$ cat config.mk
export PLATFORM = sky130hd
export DESIGN_NAME = xil_ctrl_regbank
export DESIGN_NICKNAME = d
export VERILOG_FILES = /design/src/rtl/xil_ctrl_regbank.sv
export SDC_FILE = /design/constraint.sdc
export NUM_CORES = 1
export LEC_CHECK = 0
export CAP_MARGIN = 20
export CORE_UTILIZATION = 35
export CTS_BUF_LIST = sky130_fd_sc_hd__clkbuf_2 sky130_fd_sc_hd__clkbuf_4 sky130_fd_sc_hd__clkbuf_8
export DETAILED_ROUTE_END_ITERATION = 8
export PLACE_DENSITY = 0.68
export SLEW_MARGIN = 15
export SYNTH_ARGS = -nofsm -noshare
export SYNTH_HDL_FRONTEND = slang
export SYNTH_SLANG_ARGS = --single-unit
$ cat constraint.sdc
create_clock -name bus_clk -period 6.6 [get_ports bus_clk]
set_clock_uncertainty 0.2 [all_clocks]
set_input_delay 1.32 -clock bus_clk [delete_from_list [all_inputs] [get_ports bus_clk]]
set_output_delay 1.32 -clock bus_clk [all_outputs]
set_load 0.01 [all_outputs]
$ cat src/rtl/xil_ctrl_regbank.sv
`default_nettype none
// ============================================================================
//  Module   : xil_ctrl_regbank
//  Purpose  : Control/status register bank on a Xillybus-style memory port,
//             with ID/status words, write-1 pulses and a soft-reset sequencer.
//  Revision : 1.0  initial release
// ============================================================================
module xil_ctrl_regbank #(
    parameter int         ADDR_W     = 5,
    parameter int         DATA_W     = 8,
    parameter int         N_RO       = 4,
    parameter logic [7:0] ID_VALUE   = 8'hA5,
    parameter int         RST_ADDR   = 1,
    parameter logic [7:0] RST_MAGIC  = 8'h0F,
    parameter int         RST_LEN    = 16,
    parameter int         HOLD_LEN   = 8,
    parameter int         PULSE_ADDR = 2
) (
    input  logic                             bus_clk,
    input  logic                             rst_b,
    input  logic                             user_w_mem_wren,
    input  logic                             user_r_mem_rden,
    input  logic [ADDR_W-1:0]                user_mem_addr,
    input  logic [DATA_W-1:0]                user_w_mem_data,
    output logic [DATA_W-1:0]                user_r_mem_data,
    input  logic [N_RO*DATA_W-1:0]           status_in,
    output logic [(2**ADDR_W)*DATA_W-1:0]    ctrl_out,
    output logic [DATA_W-1:0]                pulse_out,
    output logic                             soft_rst,
    output logic                             soft_rst_busy
);

    localparam int c_depth     = 2**ADDR_W;
    localparam int c_stat_base = c_depth - N_RO;
    localparam int c_cnt_max   = (RST_LEN > HOLD_LEN) ? RST_LEN : HOLD_LEN;
    localparam int c_cnt_w     = $clog2(c_cnt_max + 1);
    localparam logic [c_cnt_w-1:0] c_rst_load  = c_cnt_w'(RST_LEN - 1);
    localparam logic [c_cnt_w-1:0] c_hold_load = c_cnt_w'(HOLD_LEN - 1);
    localparam logic [c_cnt_w-1:0] c_cnt_one   = c_cnt_w'(1);
    localparam logic [DATA_W-2:0]  c_drop_one  = (DATA_W-1)'(1);

    typedef enum logic [1:0] {
        S_IDLE   = 2'd0,
        S_ASSERT = 2'd1,
        S_HOLD   = 2'd2
    } state_t;

    function automatic logic is_rw_addr(input int a);
        return (a != 0) && (a != RST_ADDR) && (a != PULSE_ADDR) && (a < c_stat_base);
    endfunction

    state_t                          r_state;
    state_t                          w_state_nxt;
    logic [c_cnt_w-1:0]              r_cnt;
    logic [c_cnt_w-1:0]              w_cnt_nxt;
    logic                            r_soft_rst;
    logic                            r_busy;
    logic [DATA_W-2:0]               r_drop_cnt;
    logic [DATA_W-1:0]               r_rd_data;
    logic [DATA_W-1:0]               r_pulse;
    logic [DATA_W-1:0]               w_rd_val;
    logic [c_depth-1:0][DATA_W-1:0]  w_word;

    logic w_is_id, w_is_rst, w_is_pulse, w_is_stat, w_is_rw;
    logic w_idle, w_magic, w_rw_wr, w_pulse_wr, w_drop;

    // Address classes are mutually exclusive; RW is whatever is left over.
    assign w_is_id    = (user_mem_addr == '0);
    assign w_is_rst   = (user_mem_addr == ADDR_W'(RST_ADDR));
    assign w_is_pulse = (user_mem_addr == ADDR_W'(PULSE_ADDR));
    assign w_is_stat  = (user_mem_addr >= ADDR_W'(c_stat_base));
    assign w_is_rw    = !(w_is_id || w_is_rst || w_is_pulse || w_is_stat);

    assign w_idle     = (r_state == S_IDLE);
    assign w_magic    = user_w_mem_wren && w_is_rst && w_idle &&
                        (user_w_mem_data == DATA_W'(RST_MAGIC));
    assign w_rw_wr    = user_w_mem_wren && w_is_rw && w_idle;
    assign w_pulse_wr = user_w_mem_wren && w_is_pulse && w_idle;
    assign w_drop     = user_w_mem_wren && (w_is_rw || w_is_pulse) && !w_idle;

    generate
        for (genvar a = 0; a < c_depth; a++) begin : g_word
            if (is_rw_addr(a)) begin : g_rw
                logic [DATA_W-1:0] r_reg;
                always_ff @(posedge bus_clk or negedge rst_b) begin
                    if (!rst_b) begin
                        r_reg <= '0;
                    end else if (w_magic) begin
                        r_reg <= '0;
                    end else if (w_rw_wr && (user_mem_addr == ADDR_W'(a))) begin
                        r_reg <= user_w_mem_data;
                    end
                end
                assign w_word[a] = r_reg;
            end else begin : g_ro
                assign w_word[a] = '0;
            end
        end
    endgenerate

    always_ff @(posedge bus_clk or negedge rst_b) begin
        if (!rst_b) begin
            r_state    <= S_IDLE;
            r_cnt      <= '0;
            r_soft_rst <= 1'b0;
            r_busy     <= 1'b0;
        end else begin
            r_state    <= w_state_nxt;
            r_cnt      <= w_cnt_nxt;
            r_soft_rst <= (w_state_nxt == S_ASSERT);
            r_busy     <= (w_state_nxt != S_IDLE);
        end
    end

    // r_cnt holds the remaining cycles in the current phase, minus one.
    always_comb begin
        w_state_nxt = r_state;
        w_cnt_nxt   = r_cnt;
        case (r_state)
            S_IDLE: begin
                if (w_magic) begin
                    w_state_nxt = S_ASSERT;
                    w_cnt_nxt   = c_rst_load;
                end
            end
            S_ASSERT: begin
                if (r_cnt == '0) begin
                    if (HOLD_LEN == 0) begin
                        w_state_nxt = S_IDLE;
                    end else begin
                        w_state_nxt = S_HOLD;
                        w_cnt_nxt   = c_hold_load;
                    end
                end else begin
                    w_cnt_nxt = r_cnt - c_cnt_one;
                end
            end
            S_HOLD: begin
                if (r_cnt == '0) begin
                    w_state_nxt = S_IDLE;
                end else begin
                    w_cnt_nxt = r_cnt - c_cnt_one;
                end
            end
            default: begin
                w_state_nxt = S_IDLE;
                w_cnt_nxt   = '0;
            end
        endcase
    end

    always_ff @(posedge bus_clk or negedge rst_b) begin
        if (!rst_b) begin
            r_drop_cnt <= '0;
        end else if (w_magic) begin
            r_drop_cnt <= '0;
        end else if (w_drop && !(&r_drop_cnt)) begin
            r_drop_cnt <= r_drop_cnt + c_drop_one;
        end
    end

    always_ff @(posedge bus_clk or negedge rst_b) begin
        if (!rst_b) begin
            r_pulse <= '0;
        end else if (w_pulse_wr) begin
            r_pulse <= user_w_mem_data;
        end else begin
            r_pulse <= '0;
        end
    end

    always_comb begin
        w_rd_val = '0;
        if (w_is_id) begin
            w_rd_val = DATA_W'(ID_VALUE);
        end else if (w_is_rst) begin
            w_rd_val = {r_busy, r_drop_cnt};
        end else if (w_is_pulse) begin
            w_rd_val = '0;
        end else if (w_is_stat) begin
            for (int k = 0; k < N_RO; k++) begin
                if (user_mem_addr == ADDR_W'(c_stat_base + k)) begin
                    w_rd_val = status_in[k*DATA_W +: DATA_W];
                end
            end
        end else begin
            w_rd_val = w_word[user_mem_addr];
        end
    end

    // Read data reflects pre-edge state, so a same-edge write is not visible.
    always_ff @(posedge bus_clk or negedge rst_b) begin
        if (!rst_b) begin
            r_rd_data <= '0;
        end else if (user_r_mem_rden) begin
            r_rd_data <= w_rd_val;
        end
    end

    assign user_r_mem_data = r_rd_data;
    assign ctrl_out        = w_word;
    assign pulse_out       = r_pulse;
    assign soft_rst        = r_soft_rst;
    assign soft_rst_busy   = r_busy;

endmodule
`default_nettype wire
Yosys cells after proc, flatten, opt, wreduce, memory -nomap -nowiden. Cells that the tools add are included.

Bits in registers: 232. Input port bits: 49. Output and inout port bits: 274. Logic and storage cells: 218.

$add $sub $neg: 2. Order comparisons: 2. Eq/ne operators: 37. Mux-type cells: 71. Reductions and logical operators: 74.

Operators with widths (count): 8-bit 2-to-1 mux (60); 5-bit == test (second input constant) (16); 2-bit nonzero test (27); 8-bit binary-select mux with 5-bit select (1); 5-bit by 4-bit == test with 1-bit output (second input constant) (8); 1-bit logical AND (35); 5-bit by 3-bit == test with 1-bit output (second input constant) (4); 5-bit 2-to-1 mux (3); 5-bit case mux with 3 select lines (1); 7-bit 2-to-1 mux (2); 5-bit by 2-bit == test with 1-bit output (second input constant) (2); 5-bit logical NOT (2); 8-bit by 4-bit == test with 1-bit output (second input constant) (1); 7-bit by 1-bit adder with 7-bit output (second input constant) (1); 7-bit AND reduction (1); 5-bit by 6-bit less-than comparator with 1-bit output (second input constant) (1); 2-bit 2-to-1 mux (3); 2-bit case mux with 3 select lines (1); 5-bit by 1-bit == test with 1-bit output (second input constant) (1); 5-bit >= comparator (second input constant) (1); 5-bit by 1-bit subtractor with 5-bit output (second input constant) (1); 2-bit by 1-bit == test with 1-bit output (second input constant) (2); 1-bit logical OR (4); 1-bit logical NOT (3); other kinds (5) (5).

Logic depth before layout (Yosys ltp). Gate-level depths: netlist of the first run.

Depth after elaboration: 11. Depth in mapped cells: 9. Gate-level depth less buffers: 7.

Worst setup path before layout of the first run. Ideal clock, no wire load.

Kind: input-to-reg. Start point: input port user_mem_addr[2]. End point: register g_word[4].g_rw.r_reg[4]. Arrival: 3.096 ns. Data required time: 6.273 ns. Setup slack: 3.177 ns. Stages on the path: 8. Cells stage by stage: buf_4 > nor4_4 > nand2_2 > or4_1 > buf_2 > buf_6 > nand2_1 > mux2_1.

Cells in the longest elaborated chain, start to end: 9. Elaborated cells on any way between the ends: 17.

Ends and longest elaborated chain: start, declared (line 23) `input logic [ADDR_W-1:0] user_mem_addr,`; parallel branches: the longest is 9 deep, another holds 5-bit >= comparator; end signal, assigned (line 91) `r_reg <= user_w_mem_data;`; end, declared (line 84) `logic [DATA_W-1:0] r_reg;`.

Several ways; the timed one is not identified. A chain may end at the register's enable or synchronous reset.

Worst setup path after layout of the first run.
Start point: input port user_w_mem_data[6]. End point: register g_word[19].g_rw.r_reg[6].

Cells in the longest elaborated chain, start to end: 3. Elaborated cells on any way between the ends: 5.

Ends and longest elaborated chain: start, declared (line 24) `input logic [DATA_W-1:0] user_w_mem_data,`; 8-bit by 4-bit == test with 1-bit output (line 76) `(user_w_mem_data == DATA_W'(RST_MAGIC));`; 1-bit logical AND (line 75) `assign w_magic = user_w_mem_wren && w_is_rst && w_idle &&`; 8-bit 2-to-1 mux / 2-bit nonzero test (equally long branches); end signal, assigned (line 91); end, declared (line 84).

Parallel ways exist; a longest one is shown, timed or not. The select of a mux whose other input is x is not followed.

==> results.tsv, run 1 <==
stage	metric	value	unit
run_status	status	complete, no violations	
global_routing	antenna_found_initial	1	
layout	nFillCells	3154	
clock_tree	cts_root_buffer	clkbuf_8	
worst_setup_path	path_max_fanout	51	
detailed_routing	first_iter_violations	1114	
pwr	powerDensity	272.2	mW/mm²
clock_tree	clk_latency	0.54	ns
layout	seq_area	0.005806	mm²
worst_setup_path	critPathKind	in2reg	
global_routing	grt_max_degree	150	
worst_setup_path	worstSetupStartpointType	primary input	
flow_run	max-cap-violations	0	
clock_tree	post_cts_buffers	0	
sta	final_max_slew_viol_count	0	
sta	min_period_over_period	0.6988	
synth	syn_area	0.01207	mm²
synth	synth-edff-count	0	
clock_tree	clk_path_buf_depth	3	
floorplanning	fp.dieH	187.7	µm
min_path	hold_class	reg2reg	
detailed_routing	ant_nets	0	
global_routing	busiest_layer	met2	
layout	num_antenna_cells	0	
synth	yosys_most_used_dff	dfrtp_1	
detailed_routing	wl_per_cell	22.97	µm
synth	avgSynthCellArea	9.706	µm²
floorplanning	die_area	0.03524	mm²
detailed_routing	remaining_drc_errors	0	
layout	final_cell_mix	262 x clkdlybuf4s50_1, 232 x dfrtp_1, 209 x nand2_1	
layout	multi_input_area	0.005557	mm²
global_routing	grt_pass1_vias	10540	
layout	drive_gt1_frac	0.1152	
clock_tree	hold_buffers	0	
pwr	leakage	6.679	nW
clock_tree	clkSinkCount	232	
synth	ys_seq_area_frac	0.4808	
worst_setup_path	crit_arrival	4.80	ns
global_routing	gr-total-overflow	0	
sta	period_minus_slack	4.612	ns
sta	whs	0.3167	ns
floorplanning	placementRows	67	
detailed_routing	drt_first_pass_iters	5	
detailed_routing	viasPerCell	5.608	
placed_design	dp_hpwl	31050	µm
synth	ys.warnings.count	0	
worst_setup_path	required	6.79	ns
synth	yosysUniqueCellTypes	60	
synth	async_flop_share	1.000	
detailed_routing	vias	10890	
layout	nets	1519	
layout	area_growth	29.49	%
floorplanning	design.core.area	0.03370	mm²
global_routing	grt_first_pass_wirelength	67410	µm
clock_tree	cts_tree	yes	
global_routing	use_met3	0.05540	
global_routing	met1_usage	0.3509	
clock_tree	cts.clk_slew.worst_paths	0.05	ns
layout	final_common_cell	clkdlybuf4s50_1	
global_routing	grtUsageTotal	0.2520	
clock_tree	cts_buffers	40	
pwr	irDropWorstVdd	0.1728	mV
synth	synth_cells	1244	
sta	rsz0062_at_grt	no	
clock_tree	cts_resized	0	
floorplanning	die_w	187.7	µm
detailed_routing	wl	44580	µm
global_routing	gr-usage-met2	0.3883	
worst_setup_path	endpoint_kind	flop	
sta	finalHoldViolCount	0	
placed_design	portBuffers	266	
floorplanning	initial_utilization	0.3583	
layout	largest_register_ff_count	200	
synth	yosys_register_bits	232	
sta	setup_viol	0	
sta	tightest_slew	1.066	ns
clock_tree	h-tree-depth	2	
sta	fin_setup_tns	0	ns
sta	maxSlewHeadroom	0.2838	
sta	fmax	216.8	MHz
placed_design	gp_congestion	0.8595	
floorplanning	pin_count	323	
## worst max-delay path: stages
cell and delay, ns:
clkdlybuf4s50_1 0.50, inv_1 0.65, nand4_1 0.36, or4_2 1.16, buf_4 0.48, nand3_1 0.17
o21ai_1 0.09
## cell usage after synthesis, drive strengths merged, types with 7 or more instances
cell / n / area (µm²)
a21oi: 84 / 420.4
and3: 9 / 56.30
buf: 105 / 709.4
clkbuf: 57 / 214.0
dfrtp: 232 / 5806
inv: 9 / 33.78
mux2: 16 / 180.2
mux2i: 38 / 380.4
mux4: 51 / 1149
nand2: 210 / 790.8
nand2b: 9 / 56.30
nand3: 115 / 575.6
nor2: 89 / 334.1
nor2b: 9 / 56.30
nor3: 19 / 105.1
nor4: 7 / 80.07
o21ai: 109 / 545.5
## cells by family (layout without fill, tap and decap cells)
| group | count (synthesis) | after routing | synth area share |
|---|---|---|---|
| compound gates | 241 | 241 | 0.1109 |
| xor+xnor | 7 | 7 | 0.005078 |
| fa+ha+maj | 2 | 2 | 0.002072 |
| buf+inv | 173 | 367 | 0.07990 |
| flops | 232 | 232 | 0.4808 |
| mux | 105 | 105 | 0.1416 |
| other cells | 1 | 56 | 0.0003106 |
| simple gates | 483 | 483 | 0.1794 |
## area by class of cell
| class | count | area share |
|---|---|---|
| Clock buffer | 64 | 0.05074 |
| Clock inverter | 3 | 0.001360 |
| Inverter | 11 | 0.002641 |
| Multi-Input combinational cell | 894 | 0.3554 |
| Sequential cell | 232 | 0.3713 |
| Tap cell | 448 | 0.03585 |
| Timing Repair Buffer | 289 | 0.1827 |
## final timing paths
check	startpoint	end	slack, ns	cells past startpoint
setup / recovery	user_w_mem_data[6]	g_word[19].g_rw.r_reg[6]	1.99	7
hold / removal	r_cnt[4]	r_cnt[4]	0.32	1
setup reg to reg	r_state[0]	g_word[19].g_rw.r_reg[6]	3.15	5
hold reg to reg	r_cnt[4]	r_cnt[4]	0.32	1
max in group asynchronous	rst_b	g_word[25].g_rw.r_reg[7]	4.39	2
min in group asynchronous	rst_b	g_word[9].g_rw.r_reg[2]	0.55	1
## layer usage
layer / share of wire / vias to the layer above
met5: 0.00025 / -
met4: 0.032 / 2
met3: 0.10 / 91
met2: 0.45 / 659
met1: 0.41 / 5405
li1: - / 4728
## stage by stage
| step | total power [mW] | area, µm² | setup WS [ns] | std cells | utilization |
|---|---|---|---|---|---|
| finish | 4.255 | 15640 | 1.988 | 1941 | 0.4639 |
| global route | 4.445 | 15640 | 1.819 | 1941 | 0.4639 |
| CTS | 4.273 | 15620 | 2.069 | 1939 | 0.4635 |
| detailed placement | 2.922 | 14800 | 1.481 | 1872 | 0.4393 |
| global placement | 2.899 | 14800 | 1.600 | 1872 | 0.4393 |
| floorplan | 2.301 | 12280 | 3.177 | 1299 | - |
## power by group
group / internal [mW] / switching, mW
sequential: 1.63 / 0.205
combinational: 0.562 / 0.509
clock: 0.757 / 0.595
total: 2.95 / 1.31
Note: power is estimated with default switching activity, not from simulation.
==> inputs of run 2 (changes only) <==
--- a/config.mk
+++ b/config.mk
@@ -9,7 +9,7 @@
 export CORE_UTILIZATION = 35
 export CTS_BUF_LIST = sky130_fd_sc_hd__clkbuf_2 sky130_fd_sc_hd__clkbuf_4 sky130_fd_sc_hd__clkbuf_8
 export DETAILED_ROUTE_END_ITERATION = 8
-export PLACE_DENSITY = 0.68
+export PLACE_DENSITY = 0.7
 export SLEW_MARGIN = 15
 export SYNTH_ARGS = -nofsm -noshare
 export SYNTH_HDL_FRONTEND = slang
==> constraint.sdc (replaced) <==
create_clock -name bus_clk -period 3.88 [get_ports bus_clk]
set_clock_uncertainty 0.2 [all_clocks]
set_input_delay 0.776 -clock bus_clk [delete_from_list [all_inputs] [get_ports bus_clk]]
set_output_delay 0.776 -clock bus_clk [all_outputs]
set_load 0.01 [all_outputs]
==> run 2 against run 1 <==
Routed wire length increased by 1.9%. Register-to-register slack got worse by 2.1 ns. Worst hold slack got worse by 0.26 ns. Non-clock buffer count increased by 38. First-iteration DRC count increased by 18%. Critical endpoint is now g_word[26].g_rw.r_reg[5].
==> results.tsv, run 2 (same netlist as run 1, synthesis figures left out) <==
stage	metric	value	unit
detailed_routing	vias	11000	
sta	min_period_over_period	0.8194	
detailed_routing	wl_per_cell	22.97	µm
clock_tree	clkSinkCount	232	
detailed_routing	first_iter_violations	1313	
global_routing	antenna_found_initial	0	
pwr	power	7.377	mW
sta	setup_viol	0	
global_routing	grt_max_degree	97	
clock_tree	h-tree-depth	2	
pwr	power.internal	5.136	mW
layout	final_common_cell	clkdlybuf4s50_1	
sta	fmax	314.5	MHz
layout	largest_register_ff_count	200	
placed_design	portBuffers	266	
pwr	comb_power_share	0.253	
sta	final_max_slew_viol_count	0	
clock_tree	cts.clk_slew.worst_paths	0.06	ns
detailed_routing	viasPerCell	5.560	
detailed_routing	drt_first_pass_iters	7	
pwr	swShare	0.3038	
worst_setup_path	slowest_delay	0.87	ns
layout	design_area	0.01596	mm²
worst_setup_path	endpoint_kind	flop	
layout	area_growth	32.18	%
floorplanning	die_area	0.03524	mm²
floorplanning	die_w	187.7	µm
worst_setup_path	path_max_fanout	50	
worst_setup_path	critPathKind	in2reg	
run_status	status	complete, no violations	
sta	rsz0062_at_grt	no	
pwr	irDropWorstVdd	0.2547	mV
min_path	hold_class	in2async	
pwr	pwr-share-clk	0.327	
layout	num_antenna_cells	0	
sta	finalHoldViolCount	0	
pwr	leakage	6.878	nW
placed_design	dpl_cell_area	0.01510	mm²
global_routing	grt_pass1_vias	10840	
sta	period_minus_slack	3.179	ns
pwr	powerDensity	462.2	mW/mm²
clock_tree	cts_tree	yes	
placed_design	dp_hpwl	32840	µm
pwr	seqPwrFrac	0.420	
floorplanning	pin_count	323	
sta	tightest_slew	0.9316	ns
worst_setup_path	required	4.08	ns
worst_setup_path	path_cells	clkdlybuf4s50_1 > nor4_4 > nand2_2 > or4_2 > buf_4 > nand3_1 > o21ai_1	
floorplanning	fp.dieH	187.7	µm
detailed_routing	ant_nets	0	
worst_setup_path	crit_arrival	3.38	ns
clock_tree	clk_path_buf_depth	3	
sta	maxSlewHeadroom	0.3783	
layout	drive_gt1_frac	0.1372	
clock_tree	clk_latency	0.56	ns
global_routing	grt_first_pass_wirelength	68540	µm
clock_tree	cts_buffers	40	
detailed_routing	wl	45450	µm
pwr	switchingPower	2.241	mW
floorplanning	design.core.area	0.03370	mm²
placed_design	gp_congestion	0.8680	
layout	nets	1557	
global_routing	grtUsageTotal	0.2561	
global_routing	gr-total-overflow	0	
layout	final_cell_mix	262 x clkdlybuf4s50_1, 232 x dfrtp_1, 209 x nand2_1	
clock_tree	cts_root_buffer	clkbuf_8	
sta	fin_setup_tns	0	ns
worst_setup_path	worstSetupStartpointType	primary input	
detailed_routing	remaining_drc_errors	0	
flow_run	max-cap-violations	0	
clock_tree	post_cts_buffers	0	
floorplanning	placementRows	67	
clock_tree	cts_resized	0	
floorplanning	initial_utilization	0.3583	
worst_setup_path	crit_slowest_cell	or4_2	
clock_tree	hold_buffers	0	
## run 2: changes by cell type in the layout (fill, tap and decap cells not counted), moves of 2 or more
cell / change
clkbuf_4: -5
bufinv_16: +2
nor4_4: -2
clkinv_2: +2
buf_4: +39
nor4_2: +2
## run 2: final timing paths
kind,from,endpoint,slack [ns],cells past startpoint
worst max-delay path,user_mem_addr[2],g_word[26].g_rw.r_reg[5],0.70,7
worst min-delay path,rst_b,g_word[11].g_rw.r_reg[3],0.05,1
worst max register to register,r_state[0],g_word[16].g_rw.r_reg[5],1.06,6
worst min register to register,r_cnt[4],r_cnt[4],0.32,1
max in group asynchronous,rst_b,soft_rst_busy,2.50,2
min in group bus_clk,r_cnt[4],r_cnt[4],0.32,1
## run 2: power by group through the flow
stage | registers (mW) | clock network (mW) | logic [mW]
finish | 3.10 | 2.41 | 1.87
global route | 3.14 | 2.56 | 2.00
CTS | 3.10 | 2.44 | 1.87
detailed placement | 3.14 | 0 | 1.87
global placement | 3.12 | 0 | 1.84
floorplan | 3.19 | 0 | 0.729
## run 2: through the flow
| stage | worst slack, ns | hold slack (ns) | util | std cells |
|---|---|---|---|---|
| after floorplan | 1.001 | 0.2719 | - | 1299 |
| after global placement | 0.2216 | 0.2920 | 0.4481 | 1912 |
| after detailed placement | 0.1990 | 0.3020 | 0.4481 | 1912 |
| after CTS | 0.7595 | 0.09351 | 0.4736 | 1979 |
| after global routing | 0.5892 | 0.1087 | 0.4736 | 1979 |
| final | 0.7007 | 0.05446 | 0.4736 | 1979 |
## run 2: per-layer routing
layer | vias up | share of wire | global-route usage
met5 | - | 0 | 0
met4 | 0 | 0.036 | 0.08881
met3 | 99 | 0.10 | 0.06981
met2 | 624 | 0.45 | 0.3927
met1 | 5498 | 0.42 | 0.3481
li1 | 4783 | - | -
## run 2: cell type report
cell class | instances | area [µm²]
fillers | 3168 | 17740
flip-flops and latches | 232 | 5806
multi-input cells | 894 | 5539
repair buffers | 327 | 3153
clock buffers | 60 | 769.5
well taps | 448 | 560.5
clock inverters | 7 | 90.09
inverters | 11 | 41.29
## run 2: critical path: cells and delay by family
kind | cells | cell delay, ns
AO/OA/AOI/OAI | 1 | 0.09
buffers and inverters | 2 | 0.92
AND/OR/NAND/NOR | 4 | 1.56
